[src/rtl/booth_mult_seq.sv]
// Sequential signed 32x32 radix-2 Booth multiplier that borrows the shared
// multdiv adder through its add_* ports; returns the low product word plus an overflow flag.
module booth_mult_seq #(
    parameter int WIDTH = 32,
    parameter int CNT_W = 5
) (
    input  logic             clock,
    input  logic             reset_n,
    input  logic             start,
    input  logic             cancel,
    input  logic [WIDTH-1:0] op_a,
    input  logic [WIDTH-1:0] op_b,
    output logic [WIDTH-1:0] add_a,
    output logic [WIDTH-1:0] add_b,
    output logic             add_cin,
    input  logic [WIDTH-1:0] add_sum,
    input  logic             add_ovf,
    output logic             busy,
    output logic [WIDTH-1:0] result,
    output logic             result_rdy,
    output logic             exception
);

    typedef enum logic [1:0] {
        IDLE = 2'd0,
        RUN  = 2'd1,
        DONE = 2'd2
    } state_t;

    state_t state, state_nxt;

    logic [WIDTH-1:0] m_reg;
    logic [WIDTH-1:0] h_reg;
    logic [WIDTH-1:0] l_reg;
    logic             q_reg;
    logic [CNT_W-1:0] count;

    logic             last_iter;
    logic             sum_sign;
    logic [WIDTH-1:0] step_h;
    logic [WIDTH-1:0] step_l;
    logic             step_exc;

    assign last_iter = (count == CNT_W'(WIDTH - 1));

    // The adder's sum bit alone can be wrong when the 33-bit true sum overflows,
    // so the shifted-in sign is recovered from the overflow flag.
    assign sum_sign = add_sum[WIDTH-1] ^ add_ovf;
    assign step_h   = {sum_sign, add_sum[WIDTH-1:1]};
    assign step_l   = {add_sum[0], l_reg[WIDTH-1:1]};
    assign step_exc = (step_h != {WIDTH{step_l[WIDTH-1]}});

    assign busy       = (state == RUN);
    assign result_rdy = (state == DONE);

    always_ff @(posedge clock or negedge reset_n) begin
        if (!reset_n) begin
            state <= IDLE;
        end else begin
            state <= state_nxt;
        end
    end

    always_comb begin
        state_nxt = state;
        case (state)
            IDLE: begin
                if (start) begin
                    state_nxt = RUN;
                end
            end
            RUN: begin
                if (cancel) begin
                    state_nxt = IDLE;
                end else if (last_iter) begin
                    state_nxt = DONE;
                end
            end
            DONE: begin
                state_nxt = IDLE;
            end
            default: begin
                state_nxt = IDLE;
            end
        endcase
    end

    // Booth pair {L[0], q}: 10 subtracts M, 01 adds M, otherwise H passes through
    always_comb begin
        add_a   = '0;
        add_b   = '0;
        add_cin = 1'b0;
        if (state == RUN) begin
            add_a = h_reg;
            case ({l_reg[0], q_reg})
                2'b01: begin
                    add_b = m_reg;
                end
                2'b10: begin
                    add_b   = ~m_reg;
                    add_cin = 1'b1;
                end
                default: begin
                    add_b = '0;
                end
            endcase
        end
    end

    always_ff @(posedge clock or negedge reset_n) begin
        if (!reset_n) begin
            m_reg     <= '0;
            h_reg     <= '0;
            l_reg     <= '0;
            q_reg     <= 1'b0;
            count     <= '0;
            result    <= '0;
            exception <= 1'b0;
        end else begin
            case (state)
                IDLE: begin
                    if (start) begin
                        m_reg <= op_a;
                        h_reg <= '0;
                        l_reg <= op_b;
                        q_reg <= 1'b0;
                        count <= '0;
                    end
                end
                RUN: begin
                    if (!cancel) begin
                        h_reg <= step_h;
                        l_reg <= step_l;
                        q_reg <= l_reg[0];
                        count <= count + 1'b1;
                        if (last_iter) begin
                            result    <= step_l;
                            exception <= step_exc;
                        end
                    end
                end
                default: begin
                end
            endcase
        end
    end

endmodule

[config.mk]
export PLATFORM = sky130hd
export DESIGN_NAME = booth_mult_seq
export DESIGN_NICKNAME = d
export VERILOG_FILES = /design/src/rtl/booth_mult_seq.sv
export SDC_FILE = /design/constraint.sdc
export NUM_CORES = 1
export LEC_CHECK = 0
export BUFFER_PORTS_ARGS = -buffer_cell sky130_fd_sc_hd__buf_2
export CAP_MARGIN = 5
export CORE_ASPECT_RATIO = 2
export CORE_MARGIN = 2
export CORE_UTILIZATION = 40
export DETAILED_ROUTE_END_ITERATION = 6
export PLACE_DENSITY_LB_ADDON = 0.12
export SYNTH_ARGS = -nofsm -noshare
export SYNTH_HDL_FRONTEND = slang
export SYNTH_SLANG_ARGS = --single-unit
export TNS_END_PERCENT = 50
[constraint.sdc]
create_clock -name clock -period 2.2 [get_ports clock]
set_input_delay 0.22 -clock clock [delete_from_list [all_inputs] [get_ports clock]]
set_output_delay 0.22 -clock clock [all_outputs]
set_load 0.05 [all_outputs]
==> results.md <==
- Status: finished, final reports clean
- First-pass DRT Iterations: 4
- Headroom to the max-slew limit: 50.65%
- DRT antenna net count: 0
- Num CTS Buffers: 17
- Chip height: 179.8 um
- Layout area overhead: 30.01%
- Clock Skews: 0.01134 ns
- FILL cells: 1427
- CP delay by family, top: buffers and inverters
- Worst Tran Pin Value: 0.7385 ns
- Fin crit share: 95.96%
- Yosys top cell area share: 55.45%
- Total Wirelength: 16510 um
- Layout net count: 892
- Cell with the most instances after synthesis: dfrtp_1
- H-tree levels: 4
- P_leak: 4.075 nW
- Slowest-stage cell, CP: dfrtp_1
- Power per cell area: 1045 mW/mm^2
- Clock Path Buffers: 2
- Max Cap Violations: 0
- Initial antenna violation count: 1
- Gpl congestion: 0.8003
- Core area: 0.01521 mm^2
- First-pass GRT wire length: 26990 um
- IO Count: 201
- Crit path DAT: 1.89 ns
- Synth Flop Type: dfrtp_1
- Syn avg cell area: 10.36 um^2
- VDD IR-drop max: 0.5744 mV
- Vias in the first global route: 5406
- Clock Tree Root: clkbuf_16
- DRC Markers: 0
- Largest cells by area after synthesis: dfrtp_1, mux2_2, nor2_1
- Share of cells above drive strength 1: 39.90%
- Cell taking the most area after synthesis: dfrtp_1
- Worst Path Class, Setup: flop to primary output
- Hold Fails Final Rpt: 0
- Clock Pin Slew Worst Setup and Hold Paths: 0.06 ns
- Crit. End Element: primary output
- Via density: 5.141
- Hold Path Class: input port to flop
- Largest net degree at the start of global routing: 58
- Final min period: 2.111 ns
- Ys async rst share: 100.0%
- Mapped Nets: 700
- Unique masters post-synth: 36
- Crit start category: flop
- CTS tree: yes
- RSZ-0062 raised after global routing: no
- Clock sink count: 137
- Worst EP required: 1.98 ns
- GRT overflow: 0
- Fin. max-slew vios: 0
- Avg WL per Cell: 16.49 um
- Gate count of the mapped netlist: 597
- Die width: 91.91 um
- Slowest stage delay, CP: 0.47 ns
- Final setup fails: 0
- Port Buffers: 200
- Critical path cell sequence: nand2b_2 -> inv_2 -> buf_12 -> and2_1 -> buf_2
- Clk_lat worst skew: 0.41 ns
- Total number of vias: 5146
- FMAX: 0.4737 GHz
- Initial DRC Count: 248
- DP HPWL: 11480 um
- Post-synth EDFFs: 0
- CP max FO: 33
- Global Route Usage Sum: 20.46%
- Starting Density: 40.63%
- Seq/Total Area, Yosys: 55.45%
- Most common library cells after synthesis: dfrtp_1, nor2_1, nand2_1
- FF+latch count, synth: 137
- Tot Pwr: 8.403 mW
- Yosys warns: 0
- Sum Neg Setup Slack: 0 ns
- Die area: 0.01653 mm^2
- Critical path buffers and inverters: 3
- FP Rows: 64
- Mapped Area: 0.006182 mm^2
-- layer usage --
metal / wire [um] / vias to the layer above / global-route usage, %
met3: 766 / 10 / 5.113
met1: 6613 / 2539 / 23.22
met5: 0 / - / 0
met4: 218 / 0 / 7.224
met2: 8911 / 147 / 36.74
li1: - / 2450 / -
-- repair_timing --
action | CTS | global route
gates cloned | 1 | 0
hold buffers | 1 | 0
resized for setup | 0 | 5
endpoints found under the hold margin | 54 | 0
endpoints found under the setup margin | 14 | 16
setup buffers | 0 | 0
-- through the flow --
stage | area [um^2] | setup WS (ns) | hold slack (ns) | std cells | utilization (%)
5_1_grt | 8038 | 0.001652 | 0.01592 | 1001 | 52.83
4_1_cts | 8018 | 0.008850 | 0.01515 | 1000 | 52.70
3_5_place_dp | 7408 | 0.1009 | 0.2344 | 966 | 48.69
3_3_place_gp | 7408 | 0.2026 | 0.2256 | 966 | 48.69
6_report | 8038 | 0.08898 | 0.03908 | 1001 | 52.83
2_1_floorplan | 6182 | 0.2206 | -0.07559 | 597 | -
-- power by group --
part	leakage (nW)	switching [mW]	internal, mW
clock	0.274	1.21	1.52
sequential	1.72	0.319	2.96
combinational	2.08	1.60	0.793
total	4.08	3.13	5.28
-- final timing paths --
kind | end | cells past startpoint | slack, ns | from
min | m_reg[4] | 2 | 0.04 | op_a[4]
min in group asynchronous | l_reg[9] | 2 | 0.33 | reset_n
min reg2reg | h_reg[17] | 2 | 0.48 | h_reg[17]
max in group asynchronous | result[16] | 3 | 1.12 | reset_n
max reg2reg | result[30] | 6 | 0.13 | count[0]
max | add_a[25] | 5 | 0.09 | state[1]
-- cell usage in the layout (no fill, tap or decap), types with 3 or more instances in the layout --
cell type  instances
dfrtp_1          137
mux2_2            64
buf_12             3
clkinv_4           4
nand2_1           74
nand4_1            7
nor2_1           102
o21ai_0            4
buf_2            197
inv_8              3
clkbuf_16         17
inv_6              5
a31oi_1           34
or4_1              3
and2_1            32
nor3_1             4
a21oi_1           32
nor4_1             4
a22o_1            30
buf_4              9
nand3_1            3
buf_6              3
-- logic make-up after synthesis --
logic type      synth area share (%)
buf+inv                        3.400
mux                            11.66
fa+ha+maj                     0.4047
xor+xnor                      0.4251
flops                          55.45
simple gates                   17.47
compound gates                 11.19
-- cell type report --
type / count / area (um^2) / area share [%]
Clock inverter: 14 / 127.6 / 1.588
Sequential cell: 137 / 3428 / 42.65
Antenna cell: 1 / 2.502 / 0.03113
Timing Repair Buffer: 216 / 1205 / 14.99
Tap cell: 198 / 247.7 / 3.082
Multi-Input combinational cell: 415 / 2580 / 32.10
Clock buffer: 18 / 439.2 / 5.464
Inverter: 2 / 7.507 / 0.09340
Power figures use the tool's default switching activity.
